**config.mk**
```make
export PLATFORM = sky130hd
export DESIGN_NAME = snail_scan_ctrl
export DESIGN_NICKNAME = d
export VERILOG_FILES = /design/src/rtl/snail_pkg.sv /design/src/rtl/snail_det.sv /design/src/rtl/snail_scan_ctrl.sv
export SDC_FILE = /design/constraint.sdc
export NUM_CORES = 1
export LEC_CHECK = 0
export ABC_AREA = 1
export CAP_MARGIN = 15
export CORE_MARGIN = 4
export CORE_UTILIZATION = 50
export DETAILED_ROUTE_END_ITERATION = 10
export PLACE_DENSITY = 0.73
export SLEW_MARGIN = 5
export SYNTH_ARGS = -nofsm -noshare
export SYNTH_HDL_FRONTEND = slang
export SYNTH_SLANG_ARGS = --single-unit
```
**constraint.sdc**
```tcl
create_clock -name clk -period 1.85 [get_ports clk]
set_clock_uncertainty 0.1 [all_clocks]
set_input_delay 0.4625 -clock clk [delete_from_list [all_inputs] [get_ports clk]]
set_output_delay 0.4625 -clock clk [all_outputs]
set_load 0.01 [all_outputs]
```
**src/rtl/snail_pkg.sv**
```systemverilog
// Shared types and constants for the snail scan controller.
// Holds FSM state type, detector state codes and default word width.
package snail_pkg;

  typedef enum logic [1:0] {
    IDLE  = 2'd0,
    SHIFT = 2'd1,
    DONE  = 2'd2
  } state_t;

  localparam logic SAD   = 1'b0;
  localparam logic WAIT1 = 1'b1;

  localparam int DEF_WIDTH = 8;

endpackage

```
**src/rtl/snail_det.sv**
```systemverilog
// "11" detector: Mealy hit = WAIT1 & D, state tracks last bit.
// Ports: clk, _rst, clr (sync to SAD), en (advance), D, hit.
module snail_det
  import snail_pkg::*;
(
  input  logic clk,
  input  logic _rst,
  input  logic clr,
  input  logic en,
  input  logic D,
  output logic hit
);

  logic st;

  assign hit = (st == WAIT1) & D;

  always_ff @(posedge clk or negedge _rst) begin
    if (!_rst)
      st <= SAD;
    else if (clr)
      st <= SAD;
    else if (en)
      st <= D ? WAIT1 : SAD;
  end

endmodule

```
**src/rtl/snail_scan_ctrl.sv**
```systemverilog
// Serially scans WIDTH-bit words MSB first and counts "11" hits.
// Ports: clk, _rst, in_valid/in_ready/in_data, abort,
//        out_valid, out_count, busy. Option: SNAIL_CARRY_EN.
module snail_scan_ctrl
  import snail_pkg::*;
#(
  parameter int WIDTH = DEF_WIDTH,
  parameter int CW    = $clog2(WIDTH + 1)
) (
  input  logic             clk,
  input  logic             _rst,
  input  logic             in_valid,
  output logic             in_ready,
  input  logic [WIDTH-1:0] in_data,
  input  logic             abort,
  output logic             out_valid,
  output logic [CW-1:0]    out_count,
  output logic             busy
);

  state_t state, state_n;

  logic [WIDTH-1:0] sreg;
  logic [CW-1:0]    bit_cnt;
  logic [CW-1:0]    hit_cnt;
  logic [CW-1:0]    out_q;

  logic accept;
  logic det_en;
  logic det_clr;
  logic hit;
  logic last;

  assign last = (bit_cnt == CW'(WIDTH - 1));
  assign busy = (state != IDLE);

  snail_det u_det (
    .clk (clk),
    ._rst(_rst),
    .clr (det_clr),
    .en  (det_en),
    .D   (sreg[WIDTH-1]),
    .hit (hit)
  );

  always_ff @(posedge clk or negedge _rst) begin
    if (!_rst)
      state <= IDLE;
    else
      state <= state_n;
  end

  always_comb begin
    state_n   = state;
    in_ready  = 1'b0;
    out_valid = 1'b0;
    accept    = 1'b0;
    det_en    = 1'b0;
    det_clr   = 1'b0;
    unique case (state)
      IDLE: begin
        in_ready = 1'b1;
        if (abort) begin
          det_clr = 1'b1;
        end else if (in_valid) begin
          accept  = 1'b1;
          state_n = SHIFT;
`ifdef SNAIL_CARRY_EN
          det_clr = 1'b0;
`else
          det_clr = 1'b1;
`endif
        end
      end
      SHIFT: begin
        if (abort) begin
          state_n = IDLE;
          det_clr = 1'b1;
        end else begin
          det_en = 1'b1;
          if (last)
            state_n = DONE;
        end
      end
      DONE: begin
        state_n = IDLE;
        if (abort)
          det_clr = 1'b1;
        else
          out_valid = 1'b1;
      end
      default: state_n = IDLE;
    endcase
  end

  // out_q keeps the last delivered count; DONE shows the live one.
  assign out_count = out_valid ? hit_cnt : out_q;

  always_ff @(posedge clk or negedge _rst) begin
    if (!_rst) begin
      sreg    <= '0;
      bit_cnt <= '0;
      hit_cnt <= '0;
      out_q   <= '0;
    end else begin
      if (accept) begin
        sreg    <= in_data;
        bit_cnt <= '0;
        hit_cnt <= '0;
      end else if (state == SHIFT) begin
        if (abort) begin
          hit_cnt <= '0;
        end else begin
          sreg    <= sreg << 1;
          bit_cnt <= bit_cnt + CW'(1);
          if (hit)
            hit_cnt <= hit_cnt + CW'(1);
        end
      end else if (state == DONE && abort) begin
        hit_cnt <= '0;
      end
      if (out_valid)
        out_q <= hit_cnt;
    end
  end

endmodule
```
Yosys cells after proc, flatten, opt, wreduce, memory -nomap -nowiden
Cells that the tools add are included.
{"block": "word_totals", "mem_bits_ro": 0, "latch_bits": 0, "register_bits": 23, "elab_cells": 57, "input_bits": 12, "memories": 0, "ramBits": 0}
{"block": "classes", "n_reduce_logical": 10, "addsub": 2, "order_cmp": 0, "n_shift": 0, "n_bitwise": 1, "n_eq_ne": 8, "n_div": 0, "mux": 30, "n_mul": 0}
{"op": "$mux W4", "n": 9}
{"op": "$mux W8", "n": 3}
{"op": "$mux W1", "n": 12}
{"op": "$add A4 B1 Y4 const B", "n": 2}
{"op": "$mux W2", "n": 4}
{"op": "$reduce_bool A2 Y1", "n": 3}
{"op": "$eq A4 B3 Y1 const B", "n": 1}
{"op": "$ne A2 B2 Y1 const B", "n": 2}
{"op": "$ne A4 B4 Y1 const B", "n": 1}
{"op": "$pmux W2 S2", "n": 1}
{"op": "$reduce_and A2 Y1", "n": 2}
{"op": "$ne A3 B3 Y1 const B", "n": 1}
{"op": "$reduce_and A3 Y1", "n": 1}
{"op": "$reduce_bool A3 Y1", "n": 1}
{"op": "$eq A2 B1 Y1 const B", "n": 1}
{"op": "$eq A2 B2 Y1 const B", "n": 1}
{"op": "$logic_not A2 Y1", "n": 1}
{"op": "$ne A2 B1 Y1 const B", "n": 1}
{"op": "$pmux W1 S2", "n": 1}
{"op": "$reduce_or A2 Y1", "n": 1}
{"op": "$and A1 B1 Y1", "n": 1}
{"op": "$logic_and A1 B1 Y1", "n": 1}

Longest topological paths before layout
{"block": "logic_depth", "ltp_word": 5, "mapped_depth": 9}

Cells and area by module
A second synthesis with hierarchy kept.
{"block": "unflattened", "cells_unflattened": 141, "hier_area_um2": 1154.9}
{"mod": "snail_scan_ctrl", "seq_area_each_um2": 550.5, "instances": 1, "cells_per_inst": 133, "area_each_um2": 1102.3}
{"mod": "snail_det", "seq_area_each_um2": 25.0, "instances": 1, "cells_per_inst": 8, "area_each_um2": 52.6}

Worst setup path after synthesis
No wires, ideal clock.
{"block": "synth_timing", "kind": "flip-flop to output port", "from": "register state[0]", "to": "output port out_count[0]", "path_stages_with_launch": 5, "t_arrival_ns": 1.089, "required_ns": 1.287, "slack_ns": 0.198, "path_cell_list": "dfrtp_1 inv_1 ha_1 nand2_1 o21ai_0"}
{"block": "synth_via", "elab_chain_cells": 3}
{"element": "start, declared", "line_no": "snail_scan_ctrl.sv:21", "rtl": "state_t state, state_n;"}
{"element": "start signal, assigned", "line_no": "snail_scan_ctrl.sv:50", "rtl": "state <= state_n;"}
{"element": "$eq A2 B2 Y1", "line_no": "snail_scan_ctrl.sv:60", "rtl": "unique case (state)"}
{"element": "$mux W1", "line_no": "snail_scan_ctrl.sv:60"}
{"element": "$mux W4"}
{"element": "end, declared", "line_no": "snail_scan_ctrl.sv:17", "rtl": "output logic [CW-1:0] out_count,"}
Every way passes these cells.

Worst setup path in the final report
{"block": "layout_timing", "from": "register state[0]", "to": "output port out_count[3]"}
The elaborated chain is that of the path after synthesis.

==> run metrics <==
status finished, violations left; failing checks setup timing; antenna violations before repair 0; Static Leak 0.817 nW; delay-heaviest family, CP flip-flops; met3 wire length 126 um; vias 1033; Initial Util 52.4%; CP max stage cell dfrtp_1; Crit path depth 7; R2R depth 9; layout cells sized above 1 30.7%; CTS tree done; Synth area leaders dfrtp_1, nand2_1, ha_1; Residual DRC 0; Synth-to-Final Area Change 39.8%; Overflow after GRT 0; post-synth top area share 49.7%; clk_lat worst skew 0.30 ns; io pins 19; Die Area 3150 um2; Mapped Area 1160 um2; Synth top cells by count nand2_1, dfrtp_1, inv_1, nand3_1, o21ai_0; crit path cell chain inv_2 > ha_4 > nand2_8 > buf_6 > nand2_4 > nand2_2 > buf_6; Total Routing Usage GR 17.2%; Layout Nets 195; Final GP Congestion 0.803; Die X 56.1 um; drt initial violations 25; final number of hold-violating endpoints 0; WP data arrival 1.37 ns; Max-slew headroom 81.0%; TritonCTS Buffers 3; met1 wire length 1100 um; Max Fclk 518 MHz; Async SR Flop Fraction 100%; met2 WL 1300 um; sequential element share of the synthesized area 49.7%; die height 56.1 um; worst-margin pin slew 0.283 ns; Core Box Area 2210 um2; final worst slack -0.0792 ns; CP peak stage delay 0.41 ns; Crit Path Class reg -> out; crit path launch type register; PortBufs 18; synth warn 0; Synth Area per Inst 8.65 um2; Final Cycle Share 104%; CTS Root Cell clkbuf_4; Reg clk slew, reported paths 0.13 ns; WL/cell 12.5 um; Top FF cell, synth dfrtp_1; Worst Path Buf+Inv 3; worst-case clock buffer depth 2; DPL Wire Length 1710 um; via density per instance 5.06; syn nets 152; worst hold margin 0.390 ns; min-delay worst type in -> async; crit-path max FO 8; sum of negative setup slack -0.279 ns; first-pass GRT wire length 4400 um; Final Slew Violations 0; endpoints failing setup 8; CTS Sinks 23; Gate Count Post-Synth 134; post-route ant nets 0; vias in the first global route 1029; Final Core Density 73.2%; Yosys top cell by area dfrtp_1; H-tree depth 1; CTS Hold Bufs 0; Worst EP required 1.29 ns; Antenna diodes 0; CP endpoint kind primary output; RSZ-0062 raised after global routing true; Post-synth EDFFs 0; DR top layer met4; max-cap violations 0; CP most frequent cell buf_6; count of cell types in the netlist 23; DRT Wirelength 2540 um; flops & latches, synth 23; Peak VDD IR 1050 uV; fin crit period 1.93 ns; most common cell in the synthesized netlist nand2_1; PD cells 1300 nW/um2; DR pass1 iterations 4; row cnt 17; largest net degree at the start of global routing 24
==> report_power, final <==
part	internal (W)	switching, W
clock	0.0000839	0.000146
combinational	0.000540	0.000584
sequential	0.000655	0.000102
total	0.00128	0.000832
==> layout by cell type (no fill, tap or decap), types with 2 or more instances in the layout <==
cell type and n:
nand2_1 33, dfrtp_1 23, buf_4 17, nand3_1 13, inv_1 11, clkdlybuf4s50_1 10, nor2_1 6, buf_6 6
inv_2 5, o21ai_1 5, o21ai_0 4, buf_2 4, inv_4 3, o21ai_2 3, nand2_4 3, a21oi_1 3
ha_1 3, clkbuf_4 3, nand2_2 2, o211ai_1 2, nand4_1 2, nand3_2 2, ha_4 2
==> sequential cells by signal, indices dropped and copies added (netlist names) <==
name / flops
sreg: 8
u_det.st: 1
state: 2
hit_cnt: 4
out_q: 4
bit_cnt: 4
==> worst paths after layout <==
path	from	to	slack [ns]
hold reg to reg	out_q[2]	out_q[2]	0.39
setup reg to reg	state[1]	hit_cnt[1]	-0.01
min in group clk	out_q[2]	out_q[2]	0.39
setup / recovery	state[0]	out_count[3]	-0.08
max in group asynchronous	_rst	sreg[5]	1.03
hold / removal	_rst	out_q[2]	0.39
==> cell type report <==
class,instances,area [um2]
inverter,19,78.8
timing repair buffer,38,324
clock buffer,4,26.3
tap,28,35.0
fill,160,592
multi-input combinational,92,581
sequential,23,576
==> metal layers <==
metal,vias up,track usage [%]
met5,-,0
met4,0,4.41
met3,2,4.64
met2,28,28.9
met1,482,21.7
li1,521,-
==> through the flow <==
stage	cells	setup slack [ns]	instance area, um2	power [W]
CTS	203	-0.0783	1550	0.00198
finish	204	-0.0792	1620	0.00211
global placement	195	-0.606	1480	0.00163
floorplan	134	0.198	1160	0.00127
detailed placement	195	-0.658	1480	0.00166
global route	204	-0.168	1620	0.00230
==> what timing repair did <==
action | CTS | global route
buffers inserted | 4 | 2
cloned | 0 | 1
endpoints found under the setup margin | 7 | 24
resized for setup | 47 | 17
pin swaps | 4 | 5
==> logic make-up after synthesis <==
family,synth area share (%)
xor gates and xnor gates,0.756
AOI/OAI and AO/OA,9.83
and+or+nand+nor,26.1
buffers and inverters,7.13
DFF,49.7
adders and majority gates,6.48
(Power assumes the default switching activity.)
